===== config.mk =====
export PLATFORM = sky130hd
export DESIGN_NAME = mdio_master_param
export DESIGN_NICKNAME = d
export VERILOG_FILES = /design/src/rtl/mdio_master_param.sv
export SDC_FILE = /design/constraint.sdc
export NUM_CORES = 1
export LEC_CHECK = 0
export ABC_AREA = 0
export CORE_ASPECT_RATIO = 1.25
export CORE_MARGIN = 3
export CORE_UTILIZATION = 53
export DETAILED_ROUTE_END_ITERATION = 10
export PLACE_DENSITY = 0.79
export SETUP_SLACK_MARGIN = 0.1
export SYNTH_ARGS = -nofsm -noshare
export SYNTH_HDL_FRONTEND = slang
export SYNTH_SLANG_ARGS = --single-unit

===== constraint.sdc =====
create_clock -name clk -period 2.1 [get_ports clk]
set_input_delay 0.21 -clock clk [delete_from_list [all_inputs] [get_ports clk]]
set_output_delay 0.21 -clock clk [all_outputs]
set_load 0.03 [all_outputs]

===== src/rtl/mdio_master_param.sv =====
// mdio_master_param: MDIO management master for Clause 22 and Clause 45 frames.
// A 32-bit frame word is latched on request and shifted out MSB first on MDIO.
// An optional all-ones preamble comes first. For reads the pad is released for
// the turnaround and data bits, and 16 bits are assembled from MDIO_IN.
module mdio_master_param #(
  parameter int CLK_DIV = 2,   // clk cycles per MDC half-period (>= 1)
  parameter int PRE_LEN = 32   // preamble bits, 0..63
) (
  input  logic        clk,
  input  logic        RESET,
  input  logic        MDIO_START,
  input  logic [31:0] T_DATA,
  input  logic        MDIO_IN,
  output logic        MDC,
  output logic        MDIO_OUT,
  output logic        MDIO_OE,
  output logic [15:0] RD_DATA,
  output logic        DATA_RDY,
  output logic        BUSY
);

  // Whole transaction in MDC bits: preamble, then the 32-bit frame.
  localparam int TOTAL      = PRE_LEN + 32;
  localparam int BIT_W      = $clog2(TOTAL);
  localparam int CNT_W      = $clog2(2 * CLK_DIV);
  // Frame bit 17 (the first TA bit) sits 14 bits after the preamble.
  localparam int TAIL_START = PRE_LEN + 14;
  // Frame bit 15 (the first data bit) sits 16 bits after the preamble.
  localparam int READ_START = PRE_LEN + 16;

  typedef enum logic [2:0] {
    ST_IDLE,
    ST_PRE,
    ST_ADDR,
    ST_TAIL,
    ST_DONE
  } state_t;

  state_t            state;
  state_t            nxt_state;
  logic [CNT_W-1:0]  cnt;        // position within the current bit period
  logic [BIT_W-1:0]  bit_idx;    // bit number within the whole transaction
  logic [31:0]       sreg;       // frame shift register, MSB is the bit on the wire
  logic [31:0]       nxt_sreg;
  logic              is_read;
  logic [15:0]       rd_shift;

  logic              mdc_r;
  logic              out_r;
  logic              oe_r;
  logic [15:0]       rd_r;
  logic              rdy_r;
  logic              busy_r;

  logic              bit_end;
  logic              mdc_rise;
  logic              last_bit;
  int                nb;

  // Decode where the bit counter is and what the next bit will be.
  always_comb begin
    // NOTE: every signal gets a value on every path, so no latch is inferred.
    bit_end   = (cnt == CNT_W'(2 * CLK_DIV - 1));
    mdc_rise  = (cnt == CNT_W'(CLK_DIV - 1));
    last_bit  = (int'(bit_idx) == TOTAL - 1);
    nb        = int'(bit_idx) + 1;
    // The preamble does not consume frame bits. Frame bits shift out one per bit.
    nxt_sreg  = (state == ST_PRE) ? sreg : {sreg[30:0], 1'b0};
    if (nb < PRE_LEN)         nxt_state = ST_PRE;
    else if (nb < TAIL_START) nxt_state = ST_ADDR;
    else                      nxt_state = ST_TAIL;
  end

  // FSM, MDC divider, shift registers and all registered pad/status outputs.
  always_ff @(posedge clk) begin
    if (!RESET) begin
      state    <= ST_IDLE;
      cnt      <= '0;
      bit_idx  <= '0;
      sreg     <= '0;
      is_read  <= 1'b0;
      rd_shift <= '0;
      mdc_r    <= 1'b0;
      out_r    <= 1'b1;
      oe_r     <= 1'b0;
      rd_r     <= '0;
      rdy_r    <= 1'b0;
      busy_r   <= 1'b0;
    end else begin
      // NOTE: non-blocking assignments so every register samples pre-edge values.
      rdy_r <= 1'b0;
      case (state)
        ST_IDLE: begin
          mdc_r  <= 1'b0;
          out_r  <= 1'b1;
          oe_r   <= 1'b0;
          busy_r <= 1'b0;
          if (MDIO_START) begin
            sreg    <= T_DATA;
            is_read <= T_DATA[29];
            cnt     <= '0;
            bit_idx <= '0;
            busy_r  <= 1'b1;
            oe_r    <= 1'b1;
            if (PRE_LEN == 0) begin
              state <= ST_ADDR;
              out_r <= T_DATA[31];
            end else begin
              state <= ST_PRE;
              out_r <= 1'b1;
            end
          end
        end

        ST_PRE, ST_ADDR, ST_TAIL: begin
          if (bit_end) begin
            // Bit boundary: MDC falls, and the pad changes only here.
            cnt   <= '0;
            mdc_r <= 1'b0;
            if (last_bit) begin
              state <= ST_DONE;
              oe_r  <= 1'b0;
              out_r <= 1'b1;
              rdy_r <= 1'b1;
              if (is_read) rd_r <= rd_shift;
            end else begin
              state   <= nxt_state;
              bit_idx <= bit_idx + 1'b1;
              sreg    <= nxt_sreg;
              if (nxt_state == ST_PRE) begin
                out_r <= 1'b1;
                oe_r  <= 1'b1;
              end else if (nxt_state == ST_TAIL && is_read) begin
                // The PHY owns the line for the turnaround and the data.
                out_r <= 1'b1;
                oe_r  <= 1'b0;
              end else begin
                out_r <= nxt_sreg[31];
                oe_r  <= 1'b1;
              end
            end
          end else begin
            cnt <= cnt + 1'b1;
            if (mdc_rise) begin
              // MDC rises here; the read data is captured on the same edge.
              mdc_r <= 1'b1;
              if (state == ST_TAIL && is_read && int'(bit_idx) >= READ_START)
                rd_shift <= {rd_shift[14:0], MDIO_IN};
            end
          end
        end

        ST_DONE: begin
          state  <= ST_IDLE;
          busy_r <= 1'b0;
          mdc_r  <= 1'b0;
          out_r  <= 1'b1;
          oe_r   <= 1'b0;
        end

        default: begin
          state  <= ST_IDLE;
          busy_r <= 1'b0;
          mdc_r  <= 1'b0;
          out_r  <= 1'b1;
          oe_r   <= 1'b0;
        end
      endcase
    end
  end

  assign MDC      = mdc_r;
  assign MDIO_OUT = out_r;
  assign MDIO_OE  = oe_r;
  assign RD_DATA  = rd_r;
  assign DATA_RDY = rdy_r;
  assign BUSY     = busy_r;

endmodule


[Word level (Yosys, flattened, before mapping)]
Cells that the tools add are included.
Storage, ports and cells
  register bits: 81
  latch bits: 0
  bits in writable memories: 0
  memory bits (read-only): 0
  input bits: 36
  output and inout bits: 21
  logic and storage cells: 79
  memories kept: 0
Cells by class
  add/sub/neg operators: 3
  multiply operators: 0
  div/mod/pow operators: 0
  order comparisons: 3
  equality and inequality tests: 12
  shift operators: 0
  multiplexer cells: 29
  bitwise operators: 3
  reduce and logical (&&, ||, !) cells: 16
Operator list (count)
  32-bit 2-to-1 mux: 4
  32-bit one-hot mux with 2 select lines: 1
  6-bit 2-to-1 mux: 3
  7-bit by 6-bit less-than comparator with 1-bit output (second input constant): 2
  6-bit one-hot mux with 2 select lines: 1
  4-bit AND reduction: 3
  1-bit 2-to-1 mux: 10
  3-bit by 2-bit == test with 1-bit output (second input constant): 3
  3-bit 2-to-1 mux: 3
  2-bit != test (second input constant): 4
  2-bit AND reduction: 4
  6-bit by 1-bit adder with 7-bit output (second input constant): 1
  6-bit by 1-bit adder with 6-bit output (second input constant): 1
  3-bit by 1-bit == test with 1-bit output (second input constant): 2
  6-bit by 1-bit == test with 1-bit output (second input constant): 1
  6-bit >= comparator (second input constant): 1
  2-bit 2-to-1 mux: 3
  3-bit one-hot mux with 2 select lines: 1
  3-bit OR reduction: 2
  5-bit AND reduction: 1
  1-bit one-hot mux with 2 select lines: 2
  2-bit one-hot mux with 2 select lines: 1
  1-bit logical AND: 3
  3-bit zero test: 1
  other kinds (6): 8

[Logic depth before layout (Yosys ltp)]
Gate-level depths: netlist (run 1).
  word-level depth: 11
  mapped depth: 8
  mapped depth without buffers: 6

[Least setup slack after synthesis (run 1)]
OpenSTA, ideal clock, no wires.
  kind: flip-flop to flip-flop
  start point: reg bit_idx[0]
  end point: reg out_r, in the netlist MDIO_OUT
  library setup time: 135 ps
  arrival time: 1466 ps
  slack: 499 ps
  stages on the path, launching flop included: 7
  period minus slack after synthesis: 1601 ps
  path through: dfxtp_1 > ha_1 > nand3_4 > mux2i_1 > o221ai_1 > o32ai_1 > nand3_1
On the way
  word-level cells in the longest chain between the ends: 9
  elaborated cells between the ends (all ways): 12
RTL lines
  start, declared: RTL line 42  | logic [BIT_W-1:0] bit_idx;
  start signal, assigned: RTL line 128  | bit_idx <= bit_idx + 1'b1;
  6-bit by 1-bit adder with 7-bit output: RTL line 66  | nb = int'(bit_idx) + 1;
  7-bit by 6-bit less-than comparator with 1-bit output: RTL line 70  | else if (nb < TAIL_START) nxt_state = ST_ADDR;
  1-bit 2-to-1 mux: RTL line 70
  2-bit 2-to-1 mux: RTL line 69  | if (nb < PRE_LEN) nxt_state = ST_PRE;
  3-bit by 2-bit == test with 1-bit output: RTL line 133  | end else if (nxt_state == ST_TAIL && is_read) begin
  1-bit logical AND: RTL line 133
  1-bit 2-to-1 mux: RTL line 133
  1-bit 2-to-1 mux: RTL line 130  | if (nxt_state == ST_PRE) begin
  1-bit 2-to-1 mux *: RTL line 120  | if (last_bit) begin
  end signal, assigned: RTL line 107  | out_r <= T_DATA[31];
  end signal, assigned: RTL line 138  | out_r <= nxt_sreg[31];
  end, declared: RTL line 49  | logic out_r;
Every way passes the cells marked *; elsewhere a longest branch is shown, timed or not.
A chain may end at the register's enable or synchronous reset.

[Worst setup path after layout (run 1)]
  start point: reg bit_idx[1]
  end point: reg out_r, in the netlist MDIO_OUT
Same word-level chain as after synthesis.

==> flow_summary.yaml, run 1 <==
layout:
  final_nets: 477
  final_cell_mix: "81 x dfxtp_1, 56 x clkdlybuf4s50_1, 55 x nor2_1"
  stdcell_count: 526
  final_common_cell: "dfxtp_1"
  n_antenna_cell: 0
  syn_to_final_growth_pct: 21.9
  drive_above_1_share_pct: 9.07
critical_path:
  worstPathArrival_ns: 2.00
  path_class: "flip-flop to flip-flop"
  worstPathMaxFanout: 9
  cp.required_ns: 2.33
  crit_path_end_kind: "flip-flop"
  start_kind: "flip-flop"
job:
  max_cap_viol_count: 0
placement:
  gp_congestion: 0.859
  place_inst: 511
  dpl.hpwl_um: 4750
  portBuffers: 56
  pre_cts_ws_ns: 0.331
cts:
  htreeDepth: 3
  cts.clk_slew.worst_paths_ns: 0.09
  root_buffer: "clkbuf_8"
  hold_buffers: 0
  cts_tree: "done"
  clk_latency_ns: 0.35
  cts_max_path_buffers: 2
  postCtsResizedCells: 0
  numCtsBuffers: 9
  cts.sinks: 81
  cts_setup_buffers: 0
logic_synthesis:
  synth_adder_area_share_pct: 1.42
  netlist_instances: 391
  yosysSeqAreaShare_pct: 46.0
  ys_types: 50
  synth-async-reset-ratio_pct: 0
  ys_seq_elements: 81
  synth-edff-count: 0
  synth_ff_type: "dfxtp_1"
  synth_top_family_by_area: "compound AO/OA/AOI/OAI gates"
  avgSynthCellArea_sq_um: 9.01
  synth-compound-area-share_pct: 24.4
  synth_xor_area_share_pct: 0.248
  yosysWarnings: 0
  syn-cell-area_sq_um: 3520
  yosys-mux-area-fraction_pct: 5.11
  syn-num-nets: 431
  yosys.area_share.simple_pct: 16.8
routing:
  antenna_left: 0
  via_per_inst: 5.52
  met2_length_um: 3500
  first_pass_iters: 5
  routedWlPerCell_um: 13.6
  vias: 2906
  wl_met3_um: 415
  drt-initial-drc-count: 158
  drt-met1-wl_um: 3160
  drc: 0
  drt-total-wl_um: 7150
  top_layer: "met4"
global_routing:
  grt_max_degree: 71
  grt_pass1_vias: 2733
  grt_overflow_total: 0
  grt_first_pass_wirelength_um: 12300
  antenna_found_initial: 0
  grtUsageTotal_pct: 19.6
power:
  power_density_nw_per_um2: 713
  power.leakage_nw: 1.50
  peakVddDrop_mv: 0.409
timing:
  relSlewSlack_pct: 70.8
  fin_crit_ns: 1.78
  hold_viol: 0
  grt_setup_unrepaired: "no"
  fin_tns_setup_ns: 0
  fin_crit_sh_pct: 84.6
  setup_violations: 0
  timing.final.ws_setup_ns: 0.324
  finClkSkew_ns: 0.0139
  max_freq_mhz: 563
  drv_slew: 0
  tightestPinTransition_ns: 0.437
floorplan:
  die_w_um: 78.9
  core.rowCount: 32
  dieArea_sq_um: 7670
  pin_count: 57
  die_y_um: 97.2
  coreArea_sq_um: 6330
  initial_core_util_pct: 55.7
hold_path:
  hold_class: "flip-flop to flip-flop"
status:
  outcome: "finished clean"
cells in the mapped netlist, types with 2 or more instances:
cell type,count,area (sq um)
buf_2,8,40.0
mux2i_1,18,180
ha_1,4,50.1
nand2b_1,2,12.5
a21oi_1,27,135
nand4_1,4,25.0
nand2_2,2,12.5
nand2_1,43,161
buf_4,7,52.6
dfxtp_1,81,1620
buf_6,3,33.8
inv_1,6,22.5
a31oi_1,2,12.5
nor2b_1,2,12.5
o21a_1,2,15.0
nor2_1,55,206
nand3_4,2,35.0
nor3_1,4,20.0
a211oi_2,5,62.6
o21ai_0,15,75.1
clkbuf_1,11,41.3
a211oi_1,26,195
a22oi_1,30,225
nand3_1,6,30.0
cell type report:
cell class | count | area [sq um]
clock buffer | 11 | 131
clock inverter | 4 | 53.8
fill | 554 | 2030
inverter | 7 | 26.3
multi-input combinational | 273 | 1690
sequential | 81 | 1620
tap | 85 | 106
timing repair buffer | 65 | 666
metal layers:
layer | up-vias | GRT usage, %
li1 | 1491 | -
met1 | 1324 | 24.8
met2 | 84 | 31.6
met3 | 7 | 5.57
met4 | 0 | 7.14
met5 | - | 0
worst paths after layout:
path,start,to,slack (ns),cells after the start
worst min register to register,RD_DATA[15],RD_DATA[15],0.45,2
worst min-delay path,RD_DATA[15],RD_DATA[15],0.45,2
worst max register to register,bit_idx[1],MDIO_OUT,0.32,6
worst max-delay path,bit_idx[1],MDIO_OUT,0.32,6
registers in the layout, summed over array words and instances (netlist names):
signal    count
MDC           1
rd_shift     16
bit_idx       6
BUSY          1
MDIO_OUT      1
RD_DATA      16
DATA_RDY      1
is_read       1
cnt           2
state         3
MDIO_OE       1
sreg         32
power breakdown:
part | leakage (nW) | switching (mW) | internal (mW)
Combinational | 0.754 | 0.163 | 0.160
Sequential | 0.660 | 0.0404 | 1.60
Clock | 0.0860 | 0.553 | 0.548
critical path: stages, from the launching register on:
cell      delay, ns
dfxtp_1        0.38
ha_1           0.32
nand3_4        0.17
mux2i_1        0.23
o221ai_1       0.16
o32ai_1        0.28
nand3_1        0.10
through the flow:
step                total power [mW]  instance area [sq um]  utilization (%)  hold slack [ns]
floorplan                       1.87                   3520                -            0.346
global placement                1.99                   4110             65.0            0.441
detailed placement              2.00                   4110             65.0            0.444
CTS                             3.08                   4300             67.9            0.444
global route                    3.17                   4300             67.9            0.475
finish                          3.06                   4300             67.9            0.453
kinds of logic (layout without fill, tap and decap cells):
| family | count (synthesis) | count (layout) |
|---|---|---|
| compound gates | 122 | 122 |
| buf+inv | 37 | 87 |
| xor+xnor | 1 | 1 |
| simple gates | 128 | 128 |
| flops | 81 | 81 |
| mux | 18 | 18 |
| fa+ha+maj | 4 | 4 |
(Power assumes the default switching activity.)
==> inputs of run 2 (changes only) <==
- clock period: 2.1 -> 1.7 ns (I/O delays scaled with it)
==> run 2 against run 1 <==
Effect of this change:
- cell count rose by 2.7%
- first-iteration DRC count rose by 39%
- non-clock buffer count rose by 13
- clock-buffer cell count fell by 1
- core utilization rose by 5.2 points
- clock skew rose by 0.0014 ns
- combinational power rose by 41%
- die area did not move
- sequential power rose by 23%
- largest cell class unchanged
- largest power group unchanged
==> flow_summary.yaml, run 2 (same netlist as run 1, synthesis figures left out) <==
status:
  outcome: "finished clean"
power:
  peakVddDrop_mv: 0.536
  power.leakage_nw: 1.62
  power_density_nw_per_um2: 854
  finalPower_mw: 3.95
critical_path:
  slowest_stage: "clkdlybuf4s50_1"
  cp.required_ns: 1.53
  regToRegEndpoint: "sreg[5]"
  path_class: "flip-flop to primary output"
  cp_top_family: "buffers and inverters"
  worst-r2r-cell-count: 6
  rr_startpoint: "bit_idx[1]"
  worstPathArrival_ns: 1.39
  start_kind: "flip-flop"
  r2r_slack_ns: 0.14
  cp_num_buf_inv: 1
  worstPathMaxFanout: 2
  crit_path_end_kind: "primary output"
  max_stage_delay_ns: 0.68
  crit_chain: "clkdlybuf4s50_1"
timing:
  tightestPinTransition_ns: 0.409
  drv_slew: 0
  fin_tns_setup_ns: 0
  setup_violations: 0
  hold_viol: 0
  max_freq_mhz: 639
  finClkSkew_ns: 0.0152
  fin_crit_sh_pct: 92.1
  relSlewSlack_pct: 72.6
  grt_setup_unrepaired: "yes"
  fin_crit_ns: 1.56
placement:
  portBuffers: 56
  gp_congestion: 0.883
  dpl.hpwl_um: 5060
global_routing:
  grt_pass1_vias: 2754
  grtUsageTotal_pct: 20.9
  antenna_found_initial: 0
  grt_first_pass_wirelength_um: 13000
  grt_max_degree: 68
  grt_overflow_total: 0
layout:
  regMostFlops: "sreg"
  final_cell_mix: "72 x dfxtp_1, 56 x clkdlybuf4s50_1, 53 x nor2_1"
  final_nets: 490
  drive_above_1_share_pct: 17.8
  syn_to_final_growth_pct: 31.2
  largest_reg_flops: 32
  final_common_cell: "dfxtp_1"
  n_antenna_cell: 0
floorplan:
  die_y_um: 97.2
  dieArea_sq_um: 7670
  initial_core_util_pct: 55.7
  core.rowCount: 32
  die_w_um: 78.9
  coreArea_sq_um: 6330
  pin_count: 57
cts:
  cts_max_path_buffers: 2
  hold_buffers: 0
  cts.clk_slew.worst_paths_ns: 0.08
  root_buffer: "clkbuf_8"
  cts.sinks: 81
  clk_latency_ns: 0.36
  numCtsBuffers: 9
  cts_tree: "done"
  htreeDepth: 3
routing:
  vias: 3068
  routedWlPerCell_um: 15.0
  drt-total-wl_um: 8090
  first_pass_iters: 4
  drc: 0
  antenna_left: 0
  via_per_inst: 5.68
  drt-initial-drc-count: 220
hold_path:
  hold_path_startpoint: "T_DATA[0]"
  hold_depth: 3
  hold_path_end: "sreg[0]"
  hold_class: "input pin to flip-flop"
job:
  max_cap_viol_count: 0
run 2: cell types whose count changed in the layout (fill, tap and decap cells not counted), moves of 3 or more:
| cell | change |
|---|---|
| buf_12 | +5 |
| a211oi_1 | -7 |
| buf_4 | +5 |
| o21ai_1 | +3 |
| a211oi_2 | +7 |
| dfxtp_2 | +9 |
| dfxtp_1 | -9 |
| o21ai_0 | -3 |
run 2: repair_timing:
action / in CTS / in global routing
gates cloned: 1 / 0
buffers inserted: 5 / 3
gates resized for setup: 8 / 25
pin swaps: 3 / 5
endpoints found under the setup margin: 48 / 74
run 2: routing by layer:
metal	GRT usage [%]	up-vias	wire [um]
li1	-	1518	-
met1	26.5	1449	3410
met2	33.9	86	4160
met3	3.15	15	361
met4	11.5	0	162
met5	0	-	0
run 2: worst max path at each step:
stage | from | end | slack (ns) | cells past startpoint
2_1_floorplan | bit_idx[0] | MDIO_OUT | 0.14 | 6
3_3_place_gp | cnt[0] | sreg[11] | 0.07 | 6
3_5_place_dp | cnt[0] | sreg[3] | 0.05 | 6
4_1_cts | bit_idx[2] | sreg[12] | 0.1 | 5
5_1_grt | state[0] | MDIO_OUT | 0.04 | 5
6_report | BUSY | BUSY | 0.14 | 1
run 2: final cells by class:
class | instances | area [sq um]
sequential | 81 | 1630
clock inverter | 6 | 72.6
inverter | 7 | 26.3
timing repair buffer | 78 | 858
fill | 483 | 1700
clock buffer | 10 | 138
multi-input combinational | 273 | 1790
tap | 85 | 106
run 2: report_power, final:
| part | internal [mW] | switching [mW] |
|---|---|---|
| combinational | 0.228 | 0.229 |
| sequential | 1.97 | 0.0493 |
| clock | 0.734 | 0.737 |
| total | 2.94 | 1.02 |
run 2: through the flow:
| step | area, sq um | utilization [%] | std cells | setup slack [ns] | hold slack [ns] |
|---|---|---|---|---|---|
| floorplan | 3530 | - | 391 | 0.145 | 0.306 |
| global placement | 4180 | 66.1 | 515 | 0.0697 | 0.442 |
| detailed placement | 4180 | 66.1 | 515 | 0.0502 | 0.447 |
| CTS | 4530 | 71.6 | 537 | 0.0955 | 0.409 |
| global route | 4620 | 73.1 | 540 | 0.0363 | 0.475 |
| finish | 4620 | 73.1 | 540 | 0.135 | 0.432 |
==> inputs of run 3 (changes only) <==
- CELL_PAD_IN_SITES_DETAIL_PLACEMENT: default -> 1
- CELL_PAD_IN_SITES_GLOBAL_PLACEMENT: default -> 2
- CORE_UTILIZATION: 53 -> 32
- PLACE_DENSITY: 0.79 -> default
- PLACE_DENSITY_LB_ADDON: default -> 0.1
==> run 3 against run 2 <==
Effect of this change:
- combinational power is 16% higher
- critical endpoint is now RD_DATA[7]
- register-to-register slack worse by 0.03 ns
- highest routed layer unchanged
- cell count is 11% higher
==> flow_summary.yaml, run 3 (same netlist as run 1, synthesis figures left out) <==
status:
  outcome: "finished clean"
cts:
  hold_buffers: 0
  cts.clk_slew.worst_paths_ns: 0.06
  numCtsBuffers: 9
  cts_max_path_buffers: 2
  htreeDepth: 3
  cts_tree: "done"
  cts.sinks: 81
  root_buffer: "clkbuf_16"
  clk_latency_ns: 0.34
routing:
  drt-initial-drc-count: 101
  first_pass_iters: 4
  antenna_left: 0
  vias: 3138
  drt-total-wl_um: 9870
  via_per_inst: 5.21
  drc: 0
  routedWlPerCell_um: 16.4
timing:
  hold_viol: 0
  relSlewSlack_pct: 74.2
  setup_violations: 0
  grt_setup_unrepaired: "yes"
  finClkSkew_ns: 0.00880
  fin_crit_ns: 1.60
  fin_tns_setup_ns: 0
  max_freq_mhz: 626
  fin_crit_sh_pct: 93.9
  timing.final.ws_setup_ns: 0.104
  tightestPinTransition_ns: 0.386
  drv_slew: 0
floorplan:
  die_w_um: 99.9
  die_y_um: 123
  core.rowCount: 42
  coreArea_sq_um: 10700
  initial_core_util_pct: 33.0
  pin_count: 57
  dieArea_sq_um: 12300
layout:
  regArea_sq_um: 1640
  final_cell_mix: "71 x dfxtp_1, 55 x clkdlybuf4s50_1, 52 x nor2_1"
  final_common_cell: "dfxtp_1"
  fillers: 1226
  syn_to_final_growth_pct: 44.2
  final_nets: 506
  drive_above_1_share_pct: 25.5
  n_antenna_cell: 0
  multiInputGateArea_sq_um: 1910
  fin_util_pct: 47.6
  regMostFlops: "sreg"
  largest_reg_flops: 32
hold_path:
  hold_class: "input pin to flip-flop"
global_routing:
  grtUsageTotal_pct: 16.5
  grt_max_degree: 42
  grt_first_pass_wirelength_um: 16000
  antenna_found_initial: 0
  grt_pass1_vias: 3214
  grt_overflow_total: 0
power:
  peakVddDrop_mv: 0.427
  power_density_nw_per_um2: 915
  power.leakage_nw: 1.81
job:
  max_cap_viol_count: 0
placement:
  portBuffers: 56
  pre_cts_ws_ns: 0.0452
  dpl.hpwl_um: 6170
  gp_congestion: 0.814
critical_path:
  path_class: "flip-flop to flip-flop"
  cp.required_ns: 1.97
  start_kind: "flip-flop"
  crit_path_end_kind: "flip-flop"
  worstPathMaxFanout: 8
  worstPathArrival_ns: 1.87
[run 3: cell types whose count changed in the layout (fill, tap and decap cells not counted), sizes merged]
cell / previous run / this run
bufinv: 1 / 2
bufbuf: 1 / 0
buf: 21 / 37
clkdlybuf4s50: 56 / 55
inv: 9 / 7
dlymetal6s2s: 0 / 1
clkbuf: 10 / 11
[run 3: worst max-delay path, stage by stage (launching register included)]
cell and delay, ns:
dfxtp_4 0.36, ha_4 0.15, nand3_4 0.10, buf_6 0.15, nor2_4 0.16, and4_4 0.28
clkbuf_16 0.17, nand2_1 0.06, a21oi_1 0.11
[run 3: power by group]
group	switching (mW)	leakage, nW	internal, mW
Sequential	0.0486	0.666	1.97
Combinational	0.264	0.983	0.266
Clock	0.780	0.159	1.32
Total	1.09	1.81	3.56
[run 3: layout make-up]
class,instances,area share [%]
inverter,7,0.591
clock inverter,5,1.55
timing repair buffer,94,20.1
sequential,81,32.3
tap,132,3.25
multi-input combinational,273,37.6
clock buffer,10,4.70
[run 3: through the flow]
| stage | hold slack [ns] | power (mW) | cell area [sq um] | cells |
|---|---|---|---|---|
| 4_1_cts | 0.419 | 4.68 | 4820 | 596 |
| 6_report | 0.426 | 4.65 | 5080 | 602 |
| 5_1_grt | 0.474 | 4.86 | 5080 | 602 |
| 2_1_floorplan | 0.306 | 2.31 | 3530 | 391 |
| 3_3_place_gp | 0.442 | 2.50 | 4310 | 571 |
| 3_5_place_dp | 0.446 | 2.51 | 4310 | 571 |
[run 3: final timing paths]
check              startpoint           to  slack (ns)  cells past startpoint
setup reg to reg   bit_idx[0]   RD_DATA[7]        0.10                      8
hold / removal      T_DATA[0]      sreg[0]        0.43                      3
setup / recovery   bit_idx[0]   RD_DATA[7]        0.10                      8
hold reg to reg   RD_DATA[12]  RD_DATA[12]        0.45                      2
[run 3: repair_timing]
item / CTS / global route
cloned: 2 / 1
setup endpoints to repair: 52 / 71
gates resized for setup: 18 / 50
pin swaps: 6 / 14
buffers inserted: 8 / 5
[run 3: layer usage]
metal / track usage, % / vias up / wire, um
met1: 20.3 / 1528 / 4370
met5: 0 / - / 0
met3: 3.89 / 13 / 311
li1: - / 1547 / -
met4: 6.32 / 0 / 193
met2: 27.8 / 50 / 4990
